$ cat config.mk
export PLATFORM = sky130hd
export DESIGN_NAME = bus_initiator
export DESIGN_NICKNAME = d
export VERILOG_FILES = /design/src/rtl/bus_initiator.sv
export SDC_FILE = /design/constraint.sdc
export NUM_CORES = 1
export LEC_CHECK = 0
export BUFFER_PORTS_ARGS = -buffer_cell sky130_fd_sc_hd__buf_2
export CORE_MARGIN = 3
export CORE_UTILIZATION = 52
export CTS_CLUSTER_DIAMETER = 150
export DETAILED_ROUTE_END_ITERATION = 8
export GPL_TIMING_DRIVEN = 0
export PLACE_DENSITY = 0.85
export SETUP_SLACK_MARGIN = 0.02
export SKIP_CTS_REPAIR_TIMING = 1
export SLEW_MARGIN = 20
export SYNTH_ARGS = -nofsm -noshare
export SYNTH_HDL_FRONTEND = slang
export SYNTH_SLANG_ARGS = --single-unit
$ cat constraint.sdc
create_clock -name clock -period 3.19 [get_ports clock]
set_clock_uncertainty 0.1 [all_clocks]
set_input_delay 0.957 -clock clock [delete_from_list [all_inputs] [get_ports clock]]
set_output_delay 0.957 -clock clock [all_outputs]
set_load 0.1 [all_outputs]
$ cat src/rtl/bus_initiator.sv
// bus_initiator: 32-bit big-endian bus master for byte/word/long loads and stores.
// Define BUS_INITIATOR_MISALIGNED_SPLIT_EN to allow misaligned accesses (split in two bus cycles).
module bus_initiator (
    input  logic        clock,
    input  logic        reset_n,
    input  logic        req,
    input  logic        req_write,
    input  logic [31:0] req_addr,
    input  logic [1:0]  req_size,
    input  logic        req_signed,
    input  logic [31:0] req_data,
    output logic        busy,
    output logic        done,
    output logic        error,
    output logic [31:0] resp_data,
    output logic        bus_cs,
    output logic [29:0] bus_address,
    output logic [31:0] bus_data_out,
    input  logic [31:0] bus_data_in,
    output logic [3:0]  bus_data_strobes,
    output logic        bus_read,
    output logic        bus_write
);
`ifdef BUS_INITIATOR_MISALIGNED_SPLIT_EN
    localparam int NB = 8;
`else
    localparam int NB = 4;
`endif
    localparam int WW = NB * 8;

    typedef enum logic [1:0] {IDLE, ACCESS1, ACCESS2} state_t;

    state_t          state;
    logic [1:0]      sz_q;
    logic            sgn_q;
    logic            wr_q;
    logic [2:0]      sh_q;
    logic [3:0]      nb;
    logic [2:0]      sh;
    logic [NB-1:0]   stb;
    logic [WW-1:0]   wd;
    logic [WW-1:0]   win;
    logic [31:0]     v;
    logic [31:0]     load_val;
    logic            legal;
`ifdef BUS_INITIATOR_MISALIGNED_SPLIT_EN
    logic            split_q;
    logic [3:0]      stb2_q;
    logic [31:0]     wd2_q;
    logic [31:0]     rd_hi;
`endif

    // The access is viewed as a window of NB bytes, byte 0 at the top; sh is the
    // distance in bytes from the last accessed byte to the bottom of the window.
    always_comb begin
        nb = req_size == 2'b00 ? 4'd1 : req_size == 2'b01 ? 4'd2 : 4'd4;
        sh = 3'(4'(NB) - {2'b00, req_addr[1:0]} - nb);
        stb = NB'(req_size == 2'b00 ? 4'b0001 : req_size == 2'b01 ? 4'b0011 : 4'b1111) << sh;
        wd = WW'(req_write ? req_data & (req_size == 2'b00 ? 32'hFF : req_size == 2'b01 ? 32'hFFFF : 32'hFFFF_FFFF) : 32'h0) << {sh, 3'b000};
`ifdef BUS_INITIATOR_MISALIGNED_SPLIT_EN
        legal = req_size != 2'b11;
        win = state == ACCESS2 ? {rd_hi, bus_data_in} : {bus_data_in, 32'h0};
`else
        legal = req_size == 2'b00 || (req_size == 2'b01 && !req_addr[0]) || (req_size == 2'b10 && req_addr[1:0] == 2'b00);
        win = bus_data_in;
`endif
        v = 32'(win >> {sh_q, 3'b000});
        load_val = sz_q == 2'b00 ? {{24{sgn_q & v[7]}}, v[7:0]} :
                   sz_q == 2'b01 ? {{16{sgn_q & v[15]}}, v[15:0]} : v;
    end

    always_ff @(posedge clock or negedge reset_n) begin
        if (!reset_n) begin
            state <= IDLE;
            busy <= 1'b0;
            done <= 1'b0;
            error <= 1'b0;
            resp_data <= '0;
            bus_cs <= 1'b0;
            bus_address <= '0;
            bus_data_out <= '0;
            bus_data_strobes <= '0;
            bus_read <= 1'b0;
            bus_write <= 1'b0;
            sz_q <= '0;
            sgn_q <= 1'b0;
            wr_q <= 1'b0;
            sh_q <= '0;
`ifdef BUS_INITIATOR_MISALIGNED_SPLIT_EN
            split_q <= 1'b0;
            stb2_q <= '0;
            wd2_q <= '0;
            rd_hi <= '0;
`endif
        end else begin
            done <= 1'b0;
            error <= 1'b0;
            if (state == IDLE) begin
                if (req) begin
                    sz_q <= req_size;
                    sgn_q <= req_signed;
                    wr_q <= req_write;
                    sh_q <= sh;
                    if (!legal) begin
                        done <= 1'b1;
                        error <= 1'b1;
                    end else begin
                        state <= ACCESS1;
                        busy <= 1'b1;
                        bus_cs <= 1'b1;
                        bus_read <= !req_write;
                        bus_write <= req_write;
                        bus_address <= req_addr[31:2];
                        bus_data_strobes <= stb[NB-1 -: 4];
                        bus_data_out <= wd[WW-1 -: 32];
`ifdef BUS_INITIATOR_MISALIGNED_SPLIT_EN
                        split_q <= |stb[3:0];
                        stb2_q <= stb[3:0];
                        wd2_q <= wd[31:0];
`endif
                    end
                end
            end else begin
`ifdef BUS_INITIATOR_MISALIGNED_SPLIT_EN
                if (state == ACCESS1 && split_q) begin
                    state <= ACCESS2;
                    rd_hi <= bus_data_in;
                    bus_address <= bus_address + 30'd1;
                    bus_data_strobes <= stb2_q;
                    bus_data_out <= wd2_q;
                end else
`endif
                begin
                    state <= IDLE;
                    busy <= 1'b0;
                    bus_cs <= 1'b0;
                    bus_read <= 1'b0;
                    bus_write <= 1'b0;
                    bus_data_strobes <= '0;
                    done <= 1'b1;
                    if (!wr_q)
                        resp_data <= load_val;
                end
            end
        end
    end
endmodule
* After elaboration in Yosys (flattened, before gate mapping) *
Index checks and enable logic that the tools add are counted.

cells by class
  eq/ne operators = 5
  muxes and demuxes = 28
  add/sub/neg operators = 2
  bitwise logic cells = 5
  shifts and indexed selects = 3
  reductions and logical operators = 14

operators by type and width
  operator               count
  $mux W32               5
  $and A32 B32 Y32       1
  $shl A32 B6 Y32        1
  $shr A32 B6 Y32        1
  $mux W4                5
  $mux W1                13
  $logic_not A2 Y1       4
  $mux W2                3
  $mux W3                2
  $reduce_and A2 Y1      3
  $eq A2 B1 Y1 const B   2
  $ne A2 B2 Y1 const B   2
  $shl A4 B3 Y4          1
  $reduce_and A3 Y1      1
  $sub A3 B2 Y3 const A  1
  $sub A3 B3 Y3          1
  $and A1 B1 Y1          2
  $eq A2 B2 Y1 const B   1
  $logic_and A1 B1 Y1    2
  $logic_not A1 Y1       2
  $logic_or A1 B1 Y1     2
  $not A1 Y1             2

word-level totals
  word-level logic and storage cells = 71
  register bits after elaboration = 112
  input port bits = 103
  output and inout port bits = 104

* Longest topological paths before layout *
  depth after elaboration = 8
  depth in mapped cells = 11
  mapped depth without buffers = 8

* Worst setup path after synthesis *
OpenSTA, ideal clock, no wires.

  kind = in2reg
  start point = in req_size[1]
  end point = reg bus_data_out[0]
  arrival = 3149 ps
  buffers on the path = 3
  stages on the path = 10
  library setup time = 69 ps
  setup slack = -128 ps
  required time = 3021 ps
  path through = buf_2 or2_2 clkbuf_1 ha_1 ha_1 clkbuf_1 nor4bb_1 o211ai_1 nor2_2 a22o_1

on the way
  elaborated cells between the ends (all ways) = 16
  those cells by class = 1 x add/sub; 2 x eq/ne; 1 x shift; 5 x mux; 1 x bitwise; 6 x reduce/logical

RTL lines
  what                  line  RTL
  from (decl)           9     input logic [1:0] req_size,
  $eq A2 B1 Y1          56    nb = req_size == 2'b00 ? 4'd1 : req_size == 2'b01 ? 4'd2 : 4'd4;
  $mux W3               56
  $mux W3 (*)           56
  $sub A3 B3 Y3 (*)     57    sh = 3'(4'(NB) - {2'b00, req_addr[1:0]} - nb);
  via sh[1]             39    logic [2:0] sh;
  $shl A32 B6 Y32 (*)   59    wd = WW'(req_write ? req_data & (req_size == 2'b00 ? 32'hFF : req_size == 2'b01 ? 32'hFFFF : 32'hFFFF_FFFF) : ...
  to (signal assigned)  115   bus_data_out <= wd[WW-1 -: 32];
  to (decl)             18    output logic [31:0] bus_data_out,

The timed path passes the listed nets; every way through them passes the cells marked *.
A chain may end at the register's enable or synchronous reset.

* Worst setup path after layout *
  start point = in req_size[1]
  end point = reg bus_data_out[17]

The elaborated chain is that of the path after synthesis.

==> metrics.txt <==
met1 Resource Use GR=34.0%; Min Clock Period, post-route=3100 ps; synth-to-layout area growth=28.1%; top cell family by delay on the critical path=simple AND/OR/NAND/NOR gates; CP startpoint kind=primary input; clk_lat worst skew=360 ps; Final HPWL DP=11.7 mm; Finished Cell Area=6570 um2; slowest CP cell=nand3b_1; Detail Route Antenna Nets=0; fraction of layout cells with a size suffix above 1=41.5%; Top Usage Layer GRT=met2; ys async rst share=100%; ant diodes=0; Yosys reg bits=110; Layout fillers=736; Fin. Hold Viols=0; Routed wire per std cell=18.8 um; Die Width=105 um; Yosys cell types=48; CTS Buf Count=9; CP bufs+invs=3; first-pass GRT wire length=23.9 mm; clock sink count=110; Pre-antenna DRT Iters=5; crit-path max FO=10; initial antenna violation count=0; Synth Cell Area=5130 um2; R2R depth=5; Clk pin slew, worst setup/hold paths=110 ps; Boundary Pins=207; reg2reg setup slack=1080 ps; nets@finish=776; Most used DFF post-synth=dfrtp_1; worst vdd ir=0.000612 V; arrival time at the worst endpoint=3280 ps; Initial Utilization=54.5%; Tcrit/Tclk final=97.1%; DR iter-0 viols=298; CTS Buffer Depth=2; outcome=finished clean; Mapped Cells=451; Routability Congestion=0.938; GR met3 Demand/Resource=8.27%; Root Buffer=clkbuf_8; Leak Pwr=3.37 nW; area of the die=11100 um2; Post-synth EDFFs=0; Yosys warnings=0; Die Y=105 um; RSZ-0062 raised after global routing=no; Setup crit end kind=register; r2r startpoint=sh_q[0]; Critical Path RT=3370 ps; Routed WL=15.1 mm; # H-tree levels=3; share of the synthesized area in the top cell type=53.7%; Tightest Pin Transition=707 ps; GRT Util Overall=27.2%; endpoints failing setup=0; Seq/Total Area, Yosys=53.7%; WS Path Type=in2reg; Critical path origin=req_size[1]; Crit path largest cell delay=370 ps; Tightest Hold Check Type=in2async; vias in the first global route=4683; crit-path cells=buf_2 > or2_4 > clkbuf_8 > ha_1 > ha_1 > clkbuf_8 > nand3b_1 > nor2_2 > a221oi_1 > o21ai_0; Core Rows=35; max-cap check violation count=0; final setup TNS=0 ps; largest area contributor in the netlist=dfrtp_1; area used by multi-input combinational logic=2220 um2; CTS tree=built; via count=4626; syn_nets=557; pwr dens=841 nW/um2; core area=9420 um2; routed vias/inst=5.76; largest net degree at the start of global routing=83; slew margin rel.=52.7%; I/O Buffers=204; Synth area leaders=dfrtp_1 (54%), mux2_2 (6.8%), mux2i_1 (4.5%); Critical Path Sink=bus_data_out[17]; reg-to-reg endpoint=resp_data[6]; Final Slew Violations=0; Seq. cell area=2750 um2; DRC errors left=0; f_max=323 MHz; met2 usage=44.0%; Syn Area/Cell=11.4 um2; CP Depth=10; Post-Place Cell Area=6370 um2; Remaining Overflow, GRT=0
## metrics by stage
step / worst slack [ps] / cells / hold WS (ps) / utilization, % / total power [mW]
floorplan: 22.0 / 451 / 338 / - / 4.21
global placement: -281 / 784 / 359 / 67.3 / 4.74
detailed placement: -420 / 785 / 366 / 67.6 / 4.78
CTS: -20.6 / 800 / 341 / 69.5 / 5.54
global route: 23.3 / 803 / 342 / 69.8 / 5.74
finish: 91.2 / 803 / 350 / 69.8 / 5.53
## registers in the layout, indices dropped and copies added (netlist names)
| signal | flops |
|---|---|
| bus_write | 1 |
| error | 1 |
| bus_address | 30 |
| bus_data_strobes | 4 |
| sz_q | 2 |
| bus_read | 1 |
| done | 1 |
| bus_data_out | 32 |
| sh_q | 3 |
| wr_q | 1 |
| resp_data | 32 |
| bus_cs | 1 |
| sgn_q | 1 |
## cell type report
type | count | area share (%)
well taps | 129 | 2.46
clock buffers | 9 | 1.88
repair buffers | 208 | 16.4
multi-input cells | 305 | 33.9
inverters | 4 | 0.228
clock inverters | 6 | 0.743
plain buffers | 32 | 2.55
flip-flops and latches | 110 | 41.9
## Yosys cell counts (8+ instances only)
cell,number
mux2i_1,23
nor2_1,17
clkbuf_1,16
a221o_1,8
a32o_1,9
a22o_1,19
a22oi_1,8
a21oi_1,14
nand2_1,57
dfrtp_1,110
buf_2,12
o21ai_0,20
o2bb2ai_1,9
mux2_2,31
nor2b_1,20
o311ai_0,8
## worst min-delay path by stage
stage	startpoint	endpoint	depth (start not counted)
2_1_floorplan	sgn_q	sgn_q	2
3_5_place_dp	bus_data_out[14]	bus_data_out[14]	2
4_1_cts	reset_n	resp_data[29]	1
3_3_place_gp	bus_data_strobes[3]	bus_data_strobes[3]	1
5_1_grt	reset_n	resp_data[27]	1
6_report	reset_n	resp_data[24]	1
## metal layers
| metal | routed length (um) | part of all wire (%) |
|---|---|---|
| met1 | 5780 | 38 |
| met4 | 451 | 3.0 |
| met5 | 0 | 0 |
| met3 | 1660 | 11 |
| met2 | 7190 | 48 |
## power breakdown
group	internal [mW]	total [mW]	switching, mW
logic	0.535	2.95	2.41
clock network	0.287	0.766	0.479
registers	1.66	1.81	0.158
total	2.48	5.53	3.05
## layout by cell type (no fill, tap or decap), types with 9 or more instances in the layout
cell	synthesis	final
a22o_1	19	19
clkbuf_8	0	11
buf_2	12	215
o21ai_0	20	20
o2bb2ai_1	9	9
dfrtp_1	110	110
a32o_1	9	9
a21oi_1	14	14
mux2i_1	23	23
nor2_1	17	16
nand2_1	57	57
clkbuf_1	16	13
nor2b_1	20	20
mux2_2	31	31
## logic make-up (layout without fill, tap and decap cells)
logic type	count (synthesis)	in the layout	share of synthesized area (%)
compound gates	125	125	18.9
xor+xnor	1	1	0.439
fa+ha+maj	3	3	0.732
simple gates	121	121	11.4
flops	110	110	53.7
buf+inv	36	259	3.15
mux	55	55	11.7
No activity file was read; power rests on OpenSTA's default activity.
